$ cat config.mk
export PLATFORM = sky130hd
export DESIGN_NAME = div4
export DESIGN_NICKNAME = d
export VERILOG_FILES = /design/src/rtl/div4.sv
export SDC_FILE = /design/constraint.sdc
export NUM_CORES = 1
export LEC_CHECK = 0
export CORE_MARGIN = 2
export CORE_UTILIZATION = 40
export DETAILED_ROUTE_END_ITERATION = 10
export SYNTH_ARGS = -nofsm -noshare
export SYNTH_HDL_FRONTEND = slang
export SYNTH_SLANG_ARGS = --single-unit
$ cat constraint.sdc
create_clock -name clk -period 1.9 [get_ports clk]
set_input_delay 0.475 -clock clk [delete_from_list [all_inputs] [get_ports clk]]
set_output_delay 0.475 -clock clk [all_outputs]
set_load 0.03 [all_outputs]
$ cat src/rtl/div4.sv
// ============================================================================
// div4 -- sequential unsigned restoring divider (8-bit dividend, 4-bit divisor)
//
// Purpose:
//   Divides z by y and produces quotient q and remainder r. One quotient bit
//   is resolved per RUN cycle, MSB first, using a 5-bit partial remainder.
//   A start pulse accepted in IDLE latches z and y. q/r are published together
//   with a one-cycle done pulse nine edges after the accepting edge. q/r then
//   hold until the next result is published.
//
//   With y = 0 the restoring datapath gives q = all ones and r = z[3:0],
//   because every trial subtraction of zero succeeds.
//
// Optional feature (macro DIV4_DIVZERO_EN):
//   Adds the err output. An accepted start with y = 0 skips RUN. busy is high
//   for one cycle, and done/q/r/err are published two edges after acceptance.
//   err is cleared by the next accepted start and by reset.
//
// Ports:
//   clk    in   1        rising-edge clock
//   rst    in   1        synchronous active-high reset
//   start  in   1        request pulse, honoured only in IDLE
//   z      in   DATA_W   dividend (unsigned)
//   y      in   COEF_W   divisor (unsigned)
//   q      out  DATA_W   quotient, registered
//   r      out  COEF_W   remainder, registered
//   busy   out  1        division in progress
//   done   out  1        one-cycle pulse, q/r valid
//   err    out  1        divide-by-zero flag (only with DIV4_DIVZERO_EN)
// ============================================================================
module div4 #(
    parameter int DATA_W = 8,
    parameter int COEF_W = 4
) (
    input  logic              clk,
    input  logic              rst,
    input  logic              start,
    input  logic [DATA_W-1:0] z,
    input  logic [COEF_W-1:0] y,
    output logic [DATA_W-1:0] q,
    output logic [COEF_W-1:0] r,
    output logic              busy,
    output logic              done
`ifdef DIV4_DIVZERO_EN
    ,
    output logic              err
`endif
);

    localparam int CNT_W = $clog2(DATA_W + 1);

    typedef enum logic [1:0] {
        IDLE = 2'd0,
        RUN  = 2'd1,
        DONE = 2'd2
    } state_t;

    state_t state;

    // Working registers. They are reloaded on every accepted start, so they
    // need no reset.
    logic [DATA_W-1:0] dvd;   // remaining dividend bits, MSB consumed first
    logic [COEF_W-1:0] dvs;   // latched divisor
    logic [COEF_W-1:0] rem;   // partial remainder (always < dvs when dvs != 0)
    logic [DATA_W-1:0] quo;   // quotient bits collected so far
    logic [CNT_W-1:0]  cnt;   // iterations completed in RUN

`ifdef DIV4_DIVZERO_EN
    logic [1:0]        zwait; // divide-by-zero publish countdown held in DONE
`endif

    logic              accept;
    logic              iterate;
    logic [COEF_W:0]   stp;   // {quotient bit, next partial remainder}

    // One restoring step: shift the next dividend bit into the partial
    // remainder, then subtract the divisor if it fits. If the subtraction
    // does not fit, the shifted value is already below the divisor, so its
    // low COEF_W bits are exact. With a zero divisor the subtraction always
    // fits and the truncation keeps the low bits of the shifted value.
    function automatic logic [COEF_W:0] restore_step(
        input logic [COEF_W-1:0] rem_in,
        input logic              bit_in,
        input logic [COEF_W-1:0] dvs_in
    );
        logic [COEF_W:0] pr;
        logic [COEF_W:0] diff;
        pr   = {rem_in, bit_in};
        diff = pr - {1'b0, dvs_in};
        if (pr >= {1'b0, dvs_in})
            restore_step = {1'b1, diff[COEF_W-1:0]};
        else
            restore_step = {1'b0, pr[COEF_W-1:0]};
    endfunction

    assign accept  = (state == IDLE) && start;
    assign iterate = (state == RUN) && (cnt != CNT_W'(DATA_W));
    assign stp     = restore_step(rem, dvd[DATA_W-1], dvs);

    // Datapath: operand capture and one restoring iteration per RUN cycle.
    always_ff @(posedge clk) begin
        if (accept) begin
            dvd <= z;
            dvs <= y;
            rem <= '0;
            quo <= '0;
        end else if (iterate) begin
            dvd <= {dvd[DATA_W-2:0], 1'b0};
            rem <= stp[COEF_W-1:0];
            quo <= {quo[DATA_W-2:0], stp[COEF_W]};
        end
    end

    // Control FSM and registered outputs.
    always_ff @(posedge clk) begin
        if (rst) begin
            state <= IDLE;
            cnt   <= '0;
            q     <= '0;
            r     <= '0;
            busy  <= 1'b0;
            done  <= 1'b0;
`ifdef DIV4_DIVZERO_EN
            zwait <= 2'd0;
            err   <= 1'b0;
`endif
        end else begin
            case (state)
                IDLE: begin
                    done <= 1'b0;
                    if (start) begin
                        busy <= 1'b1;
                        cnt  <= '0;
`ifdef DIV4_DIVZERO_EN
                        err  <= 1'b0;
                        if (y == '0) begin
                            state <= DONE;
                            zwait <= 2'd2;
                        end else begin
                            state <= RUN;
                        end
`else
                        state <= RUN;
`endif
                    end
                end

                RUN: begin
                    // The publishing cycle follows the last iteration, which
                    // keeps busy high through edge k+8 and places done at k+9.
                    if (cnt == CNT_W'(DATA_W)) begin
                        state <= DONE;
                        busy  <= 1'b0;
                        done  <= 1'b1;
                        q     <= quo;
                        r     <= rem;
                    end else begin
                        cnt <= cnt + 1'b1;
                    end
                end

                DONE: begin
`ifdef DIV4_DIVZERO_EN
                    // The divide-by-zero shortcut waits here: busy drops
                    // after one cycle, and the result is published one
                    // edge later.
                    if (zwait == 2'd2) begin
                        zwait <= 2'd1;
                        busy  <= 1'b0;
                    end else if (zwait == 2'd1) begin
                        zwait <= 2'd0;
                        done  <= 1'b1;
                        q     <= '1;
                        r     <= dvd[COEF_W-1:0];
                        err   <= 1'b1;
                    end else begin
                        state <= IDLE;
                        done  <= 1'b0;
                    end
`else
                    state <= IDLE;
                    done  <= 1'b0;
`endif
                end

                default: begin
                    state <= IDLE;
                    busy  <= 1'b0;
                    done  <= 1'b0;
                end
            endcase
        end
    end

endmodule

==> results of run 1 <==
cell families (layout without fill, tap and decap cells):
group	Yosys count	in the layout	share of synthesized area (%)
compound gates	22	22	8.847
xor+xnor	2	2	0.8976
fa+ha+maj	7	7	4.872
buf+inv	17	58	4.038
flops	44	44	51.28
mux	14	14	7.179
simple gates	91	91	22.89
flip-flops by register name, indices dropped and copies added, names as in the netlist:
name	count
dvd	8
q	8
quo	8
cnt	4
dvs	4
r	4
rem	4
state	2
busy	1
done	1
power by group through the flow:
stage               Clock, W  Combinational, W  Sequential [W]
finish              0.000614          0.000510         0.00109
global route        0.000670          0.000568         0.00110
CTS                 0.000635          0.000499         0.00109
detailed placement         0          0.000497         0.00111
global placement           0          0.000493         0.00111
floorplan                  0          0.000348         0.00110
Yosys cell counts (2+ instances only):
cell type  instances  area [µm²]
nand3_1            9       45.04
nand2_1           40       150.1
inv_1              9       33.78
nand3b_1           2       15.01
a22o_1             3       26.28
mux2i_1           14       140.1
buf_2              3       15.01
o21ai_0            3       15.01
nor3_1             3       15.01
dfxtp_1           32       640.6
clkbuf_1           3       11.26
nand2b_4           2       27.53
a31oi_1            2       12.51
a21oi_1            6       30.03
ha_1               6       75.07
nand2b_1           2       12.51
nor2_1            20       75.07
edfxtp_1          12       360.4
worst reg2reg max path, stage by stage, from the launching register on:
cell	delay, ps
edfxtp_1	360
inv_1	90
ha_2	280
nand2b_4	160
a2111oi_4	350
nor2_2	120
mux2i_1	130
a22o_1	180
through the flow:
step | setup WS [ps] | setup TNS [ps] | hold slack, ps
after floorplan | 222.6 | 0 | 431.0
after global placement | -2.838 | -21.38 | 448.0
after detailed placement | -1.941 | -13.57 | 456.4
after CTS | 78.58 | 0 | 467.1
after global routing | 1.772 | 0 | 495.3
final | 89.15 | 0 | 464.2
timing repair:
item                                   CTS  global route
endpoints found under the hold margin    0             0
resized for setup                        0             2
setup endpoints to repair                0             2
setup buffers                            0             1
cell type report:
type,count,area (µm²)
Clock buffer,7,90.09
Sequential cell,44,1001
Fill cell,442,2231
Clock inverter,1,6.256
Multi-Input combinational cell,136,887.1
Tap cell,67,83.83
Inverter,9,33.78
Timing Repair Buffer,41,390.4
routing by layer:
metal	routed length (µm)	up-vias
li1	-	755
met1	1799	618
met2	1710	31
met3	154	2
met4	29	0
met5	0	-
worst paths after layout:
check / to / depth (start not counted) / slack (ps) / from
setup reg to reg: rem[1] / 7 / 130 / dvd[7]
setup / recovery: r[3] / 1 / 90 / r[3]
hold / removal: quo[3] / 2 / 460 / quo[2]
hold reg to reg: quo[3] / 2 / 460 / quo[2]
==> impl_metrics.csv, run 1 <==
group,metric,value,unit
setup_path,crit_fanout,2,
clock_tree,clk_latency,290,ps
finish,syn2layout_area_growth,27.69,%
grt,grt_pass1_vias,1296,
grt,use_met3,4.801,%
clock_tree,h-tree-depth,2,
job,drv_cap,0,
routing,vias_per_cell,4.610,
finish,layout_commonest_cell,"nand2_1",
finish,final_area,2492,µm²
grt,use_met2,23.31,%
routing,wirelength,3693,µm
yosys,async_flop_share,0,%
timing,tightest_slew,330.1,ps
setup_path,crit_type,"reg2out",
grt,grt_use_met1,20.12,%
placed_design,gp_congestion,0.7755,
grt,grt_max_degree,21,
timing,setup_viol,0,
power_and_ir_drop,total_power,0.002215,W
yosys,synth_cell_types,44,
routing,route.detailed.drc,0,
timing,report.final.slew_viol_count,0,
power_and_ir_drop,power_density,888.5,nW/µm²
power_and_ir_drop,p_sw,0.0006045,W
setup_path,crit_required,1420,ps
floorplanning,rows,25,
grt,grt_pass1_wl,6127,µm
power_and_ir_drop,sw_frac_of_total,27.29,%
setup_path,cp-end-kind,"output pin",
grt,grt_overflow,0,
placed_design,io_buffer_count,28,
power_and_ir_drop,power.share.sequential,49.3,%
timing,finalHoldViolCount,0,
setup_path,crit_path_top_delay_cell,"clkdlybuf4s50_1",
timing,fin_crit_sh,95.31,%
grt,busiest_layer,"met2",
clock_tree,clkTransAtPathRegs,80,ps
outcome,status,"completed",
power_and_ir_drop,power_report.internal_total,0.001610,W
yosys,syn_area_per_cell,9.908,µm²
placed_design,dpl.hpwl,2639,µm
placed_design,dpl.cell_count,296,
clock_tree,root_buffer,"clkbuf_8",
timing,max_freq,552.2,MHz
yosys,synth_nets,219,
floorplanning,ios,29,
timing,relSlewSlack,77.93,%
routing,dr.pass1.iters,4,
finish,layout_common_cells,"nand2_1, dfxtp_1, clkdlybuf4s50_1, nor2_1, mux2i_1",
floorplanning,die_w,73.86,µm
yosys,syn_inst,197,
finish,nets,259,
floorplanning,core,4723,µm²
floorplanning,dieArea,5455,µm²
power_and_ir_drop,combPwrFrac,23.0,%
finish,finalNonFillerCells,305,
clock_tree,cts.path.max_buffers,2,
routing,vias,1406,
yosys,ys.flop_type,"dfxtp_1",
power_and_ir_drop,p_leak,0.9859,nW
routing,drt-wirelength-per-cell,12.11,µm
setup_path,path_buf_inv,1,
floorplanning,initial_core_util,41.32,%
finish,post-route-util,52.77,%
timing,rsz0062_at_grt,"false",
setup_path,crit_chain,"clkdlybuf4s50_1",
yosys,seq_area_frac_synth,51.28,%
placed_design,dpl-instance-area,2374,µm²
grt,grt_usage,15.11,%
routing,antenna_left,0,
setup_path,cp_data_arrival_time,1340,ps
timing,skew,6.416,ps
finish,drive_gt1_share,14.29,%
setup_path,cp-start-kind,"flip-flop",
finish,diodes,0,
timing,period_minus_slack,1811,ps
yosys,yosys_warnings,0,
clock_tree,cts_tree,"built",
grt,antenna_found_initial,0,
clock_tree,ctsHoldBuffers,0,
setup_path,slowest_delay,700,ps
setup_path,path_delay_family,"buffers and inverters",
yosys,synth-edff-count,12,
worst_hold_path,worstHoldPathType,"reg2reg",
yosys,netlist_area,1952,µm²
power_and_ir_drop,ir_drop,0.4028,mV
routing,drtIter0Drc,56,
clock_tree,clkSinkCount,44,
clock_tree,numCtsBuffers,5,
floorplanning,die_h,73.86,µm
power_and_ir_drop,clkPwrFrac,27.7,%
yosys,ys_seq_elements,44,
(Power assumes the default switching activity.)
==> run 2, diff against run 1 <==
--- a/config.mk
+++ b/config.mk
@@ -8,6 +8,7 @@
 export CORE_MARGIN = 2
 export CORE_UTILIZATION = 40
 export DETAILED_ROUTE_END_ITERATION = 10
+export SKIP_CTS_REPAIR_TIMING = 1
 export SYNTH_ARGS = -nofsm -noshare
 export SYNTH_HDL_FRONTEND = slang
 export SYNTH_SLANG_ARGS = --single-unit
==> results of run 2 <==
No change in the layout: final DEF, timing and power equal those of run 1.
